--- config.mk ---
export PLATFORM = sky130hd
export DESIGN_NAME = decode_issue
export DESIGN_NICKNAME = d
export VERILOG_FILES = /design/src/rtl/cpu_pkg.sv /design/src/rtl/decode_issue_cond_eval.sv /design/src/rtl/decode_issue.sv
export SDC_FILE = /design/constraint.sdc
export NUM_CORES = 1
export LEC_CHECK = 0
export CELL_PAD_IN_SITES_DETAIL_PLACEMENT = 1
export CELL_PAD_IN_SITES_GLOBAL_PLACEMENT = 2
export CORE_ASPECT_RATIO = 1.1
export CORE_UTILIZATION = 31
export CTS_CLUSTER_SIZE = 8
export DETAILED_ROUTE_END_ITERATION = 10
export GPL_TIMING_DRIVEN = 0
export PLACE_DENSITY = 0.95
export SLEW_MARGIN = 0
export SYNTH_ARGS = -nofsm -noshare
export SYNTH_HDL_FRONTEND = slang
export SYNTH_SLANG_ARGS = --single-unit
--- constraint.sdc ---
create_clock -name clk -period 7.9 [get_ports clk]
set_clock_uncertainty 0.05 [all_clocks]
set_input_delay 1.58 -clock clk [delete_from_list [all_inputs] [get_ports clk]]
set_output_delay 1.58 -clock clk [all_outputs]
set_load 0.02 [all_outputs]
--- src/rtl/cpu_pkg.sv ---
// Shared decode definitions: instruction field positions, opcode and condition
// encodings, and per-opcode register/flag usage predicates.
package cpu_pkg;

    localparam int INSTR_W = 32;

    localparam int COND_LSB = 28;
    localparam int OP_LSB   = 24;
    localparam int S_BIT    = 23;
    localparam int SRC_LSB  = 20;
    localparam int RD_LSB   = 16;
    localparam int RN_LSB   = 12;
    localparam int RM_LSB   = 8;
    localparam int SRB_LSB  = 3;

    localparam logic [3:0] OP_ALU_LAST = 4'h5;
    localparam logic [3:0] OP_MOVI     = 4'h6;
    localparam logic [3:0] OP_MOVR     = 4'h7;
    localparam logic [3:0] OP_CMP      = 4'hB;
    localparam logic [3:0] OP_LDR      = 4'hD;
    localparam logic [3:0] OP_STR      = 4'hE;

    typedef enum logic [3:0] {
        COND_EQ, COND_NE, COND_CS, COND_CC, COND_MI, COND_PL, COND_VS, COND_VC,
        COND_HI, COND_LS, COND_GE, COND_LT, COND_GT, COND_LE, COND_AL, COND_NV
    } cond_e;

    function automatic logic is_alu(input logic [3:0] op);
        return op <= OP_ALU_LAST;
    endfunction

    function automatic logic is_defined(input logic [3:0] op);
        return is_alu(op) || op == OP_MOVI || op == OP_MOVR || op == OP_CMP ||
               op == OP_LDR || op == OP_STR;
    endfunction

    function automatic logic writes_rd(input logic [3:0] op);
        return is_alu(op) || op == OP_MOVI || op == OP_MOVR || op == OP_LDR;
    endfunction

    function automatic logic writes_flags(input logic [3:0] op, input logic s);
        return op == OP_CMP || s;
    endfunction

    function automatic logic reads_rn(input logic [3:0] op);
        return is_alu(op) || op == OP_CMP || op == OP_LDR || op == OP_STR;
    endfunction

    function automatic logic reads_rm(input logic [3:0] op);
        return is_alu(op) || op == OP_MOVR || op == OP_CMP;
    endfunction

    function automatic logic reads_rd(input logic [3:0] op);
        return op == OP_STR;
    endfunction

endpackage

--- src/rtl/decode_issue_cond_eval.sv ---
// Condition-code evaluator: decides whether an instruction with the given Cond
// executes under architectural flags {N,Z,C,V}. Purely combinational.
module cond_eval
    import cpu_pkg::*;
(
    input  logic [3:0] cond,
    input  logic [3:0] flags,
    output logic       pass
);
    logic n, z, c, v;
    assign {n, z, c, v} = flags;

    always_comb begin
        pass = 1'b0;
        case (cond_e'(cond))
            COND_EQ: pass = z;
            COND_NE: pass = !z;
            COND_CS: pass = c;
            COND_CC: pass = !c;
            COND_MI: pass = n;
            COND_PL: pass = !n;
            COND_VS: pass = v;
            COND_VC: pass = !v;
            COND_HI: pass = c && !z;
            COND_LS: pass = !c || z;
            COND_GE: pass = n == v;
            COND_LT: pass = n != v;
            COND_GT: pass = !z && (n == v);
            COND_LE: pass = z || (n != v);
            COND_AL: pass = 1'b1;
            COND_NV: pass = 1'b0;
            default: pass = 1'b0;
        endcase
    end
endmodule

--- src/rtl/decode_issue.sv ---
// Decode/issue stage: splits fetch words into ALU controls, blocks on register
// and flag scoreboard hazards, and holds one decoded op until the ALU accepts it.
module decode_issue
    import cpu_pkg::*;
#(
    parameter int NREG    = 16,
    parameter int STALL_W = 16,
    localparam int IDX_W  = $clog2(NREG)
) (
    input  logic               clk,
    input  logic               rst,
    input  logic               in_valid,
    output logic               in_ready,
    input  logic [31:0]        instr,
    input  logic [3:0]         flags,
    output logic               out_valid,
    input  logic               out_ready,
    output logic [3:0]         opcode,
    output logic [3:0]         Cond,
    output logic               S,
    output logic [2:0]         SR_Cont,
    output logic [4:0]         SR_Bit,
    output logic [15:0]        Imm,
    output logic [IDX_W-1:0]   rd,
    output logic [IDX_W-1:0]   rn,
    output logic [IDX_W-1:0]   rm,
    input  logic               wb_valid,
    input  logic [IDX_W-1:0]   wb_rd,
    input  logic               wb_flag,
    input  logic               flush,
    output logic               illegal,
    output logic [31:0]        issue_cnt,
    output logic [STALL_W-1:0] stall_cnt
);
    logic [3:0]       f_cond, f_op;
    logic [IDX_W-1:0] f_rd, f_rn, f_rm;
    logic             cond_pass;

    assign f_cond = instr[COND_LSB +: 4];
    assign f_op   = instr[OP_LSB +: 4];
    assign f_rd   = IDX_W'(instr[RD_LSB +: 4]);
    assign f_rn   = IDX_W'(instr[RN_LSB +: 4]);
    assign f_rm   = IDX_W'(instr[RM_LSB +: 4]);

    cond_eval u_cond (.cond(f_cond), .flags(flags), .pass(cond_pass));

    logic [NREG-1:0] busy_q, busy_d, busy_eff, wb_mask, set_mask;
    logic            flag_busy_q, flag_busy_d, flag_eff;
    logic            out_valid_q, out_valid_d, illegal_q, illegal_d;
    logic [31:0]     instr_q, instr_d, issue_q, issue_d;
    logic [STALL_W-1:0] stall_q, stall_d;
    logic            hazard, space, accept, issue;

    // Retiring writes release their scoreboard bits in the same cycle.
    assign wb_mask  = wb_valid ? (NREG'(1) << wb_rd) : '0;
    assign busy_eff = busy_q & ~wb_mask;
    assign flag_eff = flag_busy_q & ~wb_flag;

    assign hazard = (reads_rn(f_op) && busy_eff[f_rn]) ||
                    (reads_rm(f_op) && busy_eff[f_rm]) ||
                    (reads_rd(f_op) && busy_eff[f_rd]) ||
                    (f_cond != COND_AL && flag_eff);
    assign space    = !out_valid_q || out_ready;
    assign in_ready = space && !hazard && !flush;
    assign accept   = in_valid && in_ready;
    assign issue    = accept && is_defined(f_op) && cond_pass;
    assign set_mask = (issue && writes_rd(f_op)) ? (NREG'(1) << f_rd) : '0;

    always_comb begin
        out_valid_d = out_valid_q;
        instr_d     = instr_q;
        issue_d     = issue_q;
        stall_d     = stall_q;
        illegal_d   = 1'b0;
        busy_d      = busy_eff | set_mask;
        flag_busy_d = flag_eff || (issue && writes_flags(f_op, instr[S_BIT]));
        if (flush) begin
            out_valid_d = 1'b0;
            busy_d      = '0;
            flag_busy_d = 1'b0;
        end else begin
            if (issue) begin
                out_valid_d = 1'b1;
                instr_d     = instr;
                issue_d     = issue_q + 32'd1;
            end else if (accept || out_ready) begin
                out_valid_d = 1'b0;
            end
            illegal_d = accept && !is_defined(f_op);
            if (in_valid && space && hazard && !(&stall_q))
                stall_d = stall_q + 1'b1;
        end
    end

    always_ff @(posedge clk) begin
        if (rst) begin
            out_valid_q <= 1'b0;
            instr_q     <= '0;
            busy_q      <= '0;
            flag_busy_q <= 1'b0;
            illegal_q   <= 1'b0;
            issue_q     <= '0;
            stall_q     <= '0;
        end else begin
            out_valid_q <= out_valid_d;
            instr_q     <= instr_d;
            busy_q      <= busy_d;
            flag_busy_q <= flag_busy_d;
            illegal_q   <= illegal_d;
            issue_q     <= issue_d;
            stall_q     <= stall_d;
        end
    end

    assign out_valid = out_valid_q;
    assign Cond      = instr_q[COND_LSB +: 4];
    assign opcode    = instr_q[OP_LSB +: 4];
    assign S         = instr_q[S_BIT];
    assign SR_Cont   = instr_q[SRC_LSB +: 3];
    assign SR_Bit    = instr_q[SRB_LSB +: 5];
    assign Imm       = instr_q[15:0];
    assign rd        = IDX_W'(instr_q[RD_LSB +: 4]);
    assign rn        = IDX_W'(instr_q[RN_LSB +: 4]);
    assign rm        = IDX_W'(instr_q[RM_LSB +: 4]);
    assign illegal   = illegal_q;
    assign issue_cnt = issue_q;
    assign stall_cnt = stall_q;
endmodule
### Yosys cells after proc, flatten, opt, wreduce, memory -nomap -nowiden

Index checks and enable logic that the tools add are counted.

* word-level logic and storage cells: 107
* bits of input ports: 47
* flip-flop bits (word level): 99
* output and inout bits: 96

* reductions and logical operators: 52
* magnitude comparators: 4
* eq/ne operators: 23
* shift-type cells: 2
* bitwise operators: 6
* multiplexer cells: 11
* $add $sub $neg: 2

Operators by type and width (count)
* == test 4 bit, second input constant: 11
* adder 32 x 1 -> 32 bit, second input constant: 1
* two-way mux 16 bit: 2
* << shifter 1 x 4 -> 16 bit, first input constant: 2
* == test 4 x 3 -> 1 bit, second input constant: 6
* logical OR 1 bit: 20
* logical AND 1 bit: 17
* adder 16 x 1 -> 16 bit, second input constant: 1
* AND 16 bit: 1
* NOT 16 bit: 1
* OR 16 bit: 1
* case mux 1 bit (16 select lines): 1
* AND reduction 16 bit: 1
* < comparator 4 x 5 -> 1 bit, second input constant: 3
* binary-select mux 1 bit (select 4 bit): 3
* logical NOT 1 bit: 9
* == test 4 x 2 -> 1 bit, second input constant: 2
* two-way mux 1 bit: 5
* == test 4 x 1 -> 1 bit, second input constant: 1
* less-or-equal comparator 4 x 3 -> 1 bit, second input constant: 1
* logical NOT 4 bit: 1
* inequality test 4 bit, second input constant: 1
* AND reduction 2 bit: 2
* NOT 1 bit: 2
* other kinds (5): 5

### Logic depth before layout (Yosys ltp)

* word-level depth: 19
* depth in mapped cells: 12
* depth with buffers taken out: 8

### Modules after synthesis

A second synthesis with hierarchy kept.

* cells, all modules: 644
* area, all modules: 5444.0 um2

By module, submodules not included
* decode_issue: area each 5288.8 um2, seq. area each 1981.9 um2, cells each 621, instances 1
* cond_eval: area each 155.1 um2, seq. area each 0.0 um2, cells each 23, instances 1

### Least setup slack after synthesis

Ideal clock, no wire load.

* kind: input to output
* from: input wb_rd[0]
* to: output in_ready
* stages: 10
* arrival: 3.589 ns
* path buffers: 3
* slack: 2.681 ns
* required time: 6.270 ns
* path through: or3b_1 -> buf_6 -> o21ai_2 -> o221ai_1 -> nor4_1 -> o32a_2 -> and4b_4 -> buf_4 -> buf_4 -> and2_1

* cells in the longest elaborated chain, start to end: 13
* elaborated cells on any way between the ends: 19
* those cells by class: shift: 1; mux: 7; bitwise: 2; reduce/logical: 9

RTL lines
* from (decl): RTL line decode_issue.sv:28 `input logic [IDX_W-1:0] wb_rd,`
* << shifter 1 x 4 -> 16 bit (*): RTL line decode_issue.sv:55 `assign wb_mask = wb_valid ? (NREG'(1) << wb_rd) : '0;`
* two-way mux 16 bit (*): RTL line decode_issue.sv:55
* NOT 16 bit (*): RTL line decode_issue.sv:56 `assign busy_eff = busy_q & ~wb_mask;`
* AND 16 bit (*): RTL line decode_issue.sv:56
* binary-select mux 1 bit (select 4 bit), on equally long branches: RTL line decode_issue.sv:59, decode_issue.sv:60
* two-way mux 1 bit, on equally long branches: RTL line decode_issue.sv:59, decode_issue.sv:60
* logical AND 1 bit, on equally long branches: RTL line decode_issue.sv:59, decode_issue.sv:60
* logical OR 1 bit: RTL line decode_issue.sv:59 `assign hazard = (reads_rn(f_op) && busy_eff[f_rn]) ||`
* logical OR 1 bit (*): RTL line decode_issue.sv:60 `(reads_rm(f_op) && busy_eff[f_rm]) ||`
* logical OR 1 bit (*): RTL line decode_issue.sv:61 `(reads_rd(f_op) && busy_eff[f_rd]) ||`
* logical NOT 1 bit (*): RTL line decode_issue.sv:64 `assign in_ready = space && !hazard && !flush;`
* logical AND 1 bit (*) (2 in a row): RTL line decode_issue.sv:64
* to (decl): RTL line decode_issue.sv:13 `output logic in_ready,`

Mark *: on every way between the ends. The rest lies on a longest branch, timed or not. The select of a mux whose other input is x is not followed.

### Worst setup path in the final report

* from: input wb_valid
* to: output in_ready

* cells in the longest elaborated chain, start to end: 12
* elaborated cells on any way between the ends: 18
* those cells by class: mux: 7; bitwise: 2; reduce/logical: 9

RTL lines
* from (decl): RTL line decode_issue.sv:27 `input logic wb_valid,`
* two-way mux 16 bit (*): RTL line decode_issue.sv:55
* NOT 16 bit (*): RTL line decode_issue.sv:56
* AND 16 bit (*): RTL line decode_issue.sv:56
* binary-select mux 1 bit (select 4 bit), on equally long branches: RTL line decode_issue.sv:59, decode_issue.sv:60
* two-way mux 1 bit, on equally long branches: RTL line decode_issue.sv:59, decode_issue.sv:60
* logical AND 1 bit, on equally long branches: RTL line decode_issue.sv:59, decode_issue.sv:60
* logical OR 1 bit: RTL line decode_issue.sv:59
* logical OR 1 bit (*): RTL line decode_issue.sv:60
* logical OR 1 bit (*): RTL line decode_issue.sv:61
* logical NOT 1 bit (*): RTL line decode_issue.sv:64
* logical AND 1 bit (*) (2 in a row): RTL line decode_issue.sv:64

Marks and branches as above.

==> reports/metrics.cfg <==
[synthesis]
synth_cells = 648
synth_nets = 697
ys_ff_latch = 99
yosys.area.top_type = dfxtp_1
syn_area_sq_um = 5440
syn_avg_cell_area_sq_um = 8.39
ys_seq_area_frac = 0.365
ys_warn_count = 0
synth_edf_count = 0
synthArstFlopShare = 0
yosysMostFrequentCell = dfxtp_1
synthTopCellsByCount = 99 x dfxtp_1, 65 x nor2_1, 53 x a21oi_1
synth_cell_types = 67
ys.flop_type = dfxtp_1
synth_top_area_frac = 0.365
synth_area_leaders = dfxtp_1 36%, mux2i_1 6.8%, a21oi_1 4.9%, nor2_1 4.5%, nand4_1 3.6%

[worst_setup_path]
path_class = input port to primary output
cp_slowest_cell = clkdlybuf4s50_1
startpoint_type = input port
ff2ff_setup_slack_ns = 5.12
worstPathArrival_ns = 5.21
critPathTopFamily = buffers and inverters
cp_slowest_stage_delay_ns = 0.60
crit_buf_inv = 5
worst_ep_required_time_ns = 6.27
cp_max_fo = 10
crit_chain = clkdlybuf4s50_1 -> or3b_1 -> buf_6 -> o21ai_2 -> o221ai_1 -> nor4_1 -> o32a_2 -> and4b_4 -> buf_4 -> buf_4 -> and2_1 -> clkdlybuf4s50_1
worstSetupEndpointType = primary output

[layout]
fin_nets = 845
fill_cells = 2047
regArea_sq_um = 1980
syn2layout_area_growth_pct = 35.8
drive_above_1_share = 0.0861
n_antenna_cell = 0
multi_input_comb_area_sq_um = 3040

[clock_network]
post_cts_buffers = 0
cts.path.max_buffers = 2
numCtsBuffers = 9
h-tree-depth = 3
cts-resized-gates = 0
cts-root-buf = clkbuf_16
cts_hold_buffers = 0
cts.sink_count = 99
cts_tree = built
cts.reportedPaths.clkPinSlew_ns = 0.06
clkLatencyLatePin_ns = 0.35

[sta]
fin_tns_setup_ns = 0
period_share = 0.865
setup_viol = 0
finalCriticalPeriod_ns = 6.84
max_freq_mhz = 146
whs_ns = 0.445
grt_setup_unrepaired = no
drv_slew = 0
worst_pin_slew_ns = 0.595
hold_viol = 0
maxSlewHeadroom = 0.603

[global_routing]
antenna_found_initial = 0
overflow = 0
track_usage = 0.200
grt_max_degree = 16
grt_pass1_wl_um = 28600
grt_pass1_vias = 5530

[detailed_routing]
dr.pass1.iters = 4
wl_um = 17600
vias = 5455
drt_iter0_drc = 192
drc_errors = 0
wl_per_cell_um = 17.0
drt-vias-per-instance = 5.27
drtAntennaViolNets = 0

[worst_hold_path]
holdCritPathClass = flop to flop

[power_and_ir_drop]
p_switching_uw = 292
power.density_nw_per_um2 = 149
p_seq_frac = 0.464
p_sw_frac = 0.266
power.share.clock = 0.392
ir_drop_v = 0.0000986
p_leak_uw = 0.00250
power.internal_uw = 805
p_comb_frac = 0.144

[place]
io_buffers = 137
hpwl_um = 13400
place_congestion = 0.864

[die]
die_area_sq_um = 18100
start_util = 0.318
fp.dieH_um = 141
io_pins = 143
die_w_um = 128
row_count = 50
core_area_sq_um = 17100

[status]
status = complete, no violations

[run]
maxCapViolations = 0

## power groups by stage
stage	Combinational (uW)	Sequential (uW)	Clock, uW
6_report	158	509	430
5_1_grt	171	510	458
4_1_cts	159	509	442
3_5_place_dp	158	521	0
3_3_place_gp	157	520	0
2_1_floorplan	80.6	527	0
## stage by stage
step	utilization	power [uW]	std cells	setup WS [ns]	instance area [sq um]
after floorplan	-	607	648	2.68	5440
after global placement	0.416	678	1019	1.11	7100
after detailed placement	0.416	679	1019	1.07	7100
after CTS	0.432	1110	1035	1.05	7380
after global routing	0.432	1140	1035	0.885	7380
final	0.432	1100	1035	1.06	7380
## worst paths after layout
check,end,cells past startpoint,from
setup / recovery,in_ready,12,wb_valid
hold / removal,flag_busy_q,2,flag_busy_q
setup reg to reg,stall_cnt[10],9,stall_cnt[1]
hold reg to reg,flag_busy_q,2,flag_busy_q
## cell families (layout without fill, tap and decap cells)
kind of cell	Yosys count	after routing	share of synthesized area
simple gates	259	259	0.259
compound gates	159	159	0.191
flops	99	99	0.365
buf+inv	75	228	0.0755
mux	49	49	0.0971
xor+xnor	5	5	0.00806
fa+ha+maj	2	2	0.00460
## routing by layer
metal | vias up | part of all wire | wire length (um) | track usage
met1 | 2646 | 0.44 | 7770 | 0.250
met4 | 0 | 0.015 | 263 | 0.0650
met3 | 18 | 0.048 | 854 | 0.0345
met5 | - | 0 | 0 | 0
met2 | 134 | 0.50 | 8740 | 0.345
li1 | 2657 | - | - | -
## layout make-up
class                      instances  share of cell area
buffer                            56              0.0459
clock inverter                     3             0.00288
inverter                          19             0.00966
multi-input combinational        474               0.412
timing repair buffer             137               0.186
tap                              234              0.0397
clock buffer                      13              0.0353
sequential                        99               0.268
## state kept, by name, indices dropped and copies added (netlist names)
| name | flops |
|---|---|
| stall_cnt | 16 |
| issue_cnt | 32 |
| flag_busy_q | 1 |
| out_valid | 1 |
| busy_q | 16 |
| illegal | 1 |
| instr_q | 32 |
## cell usage in the layout (no fill, tap or decap), drive strengths merged, types with 3 or more instances in the layout
master / instances
and2: 13
nor3: 8
nor4: 5
o31ai: 13
clkdlybuf4s50: 137
o211ai: 21
dfxtp: 99
nand4: 32
inv: 19
nand3b: 3
clkbuf: 34
or2: 3
nand2b: 8
nor2b: 22
a31o: 14
nor2: 65
nand2: 33
or3: 8
or4: 10
o21ai: 30
o21a: 3
mux2i: 37
mux2: 10
and3: 15
xor2: 3
a21oi: 53
nand3: 20
a22oi: 3
nand4b: 3
buf: 35
and4: 4
## worst min-delay path: stages, from the launching register on
cell and delay, ns:
dfxtp_1 0.30, nand2b_1 0.08, a21oi_1 0.06
Power figures use the tool's default switching activity.
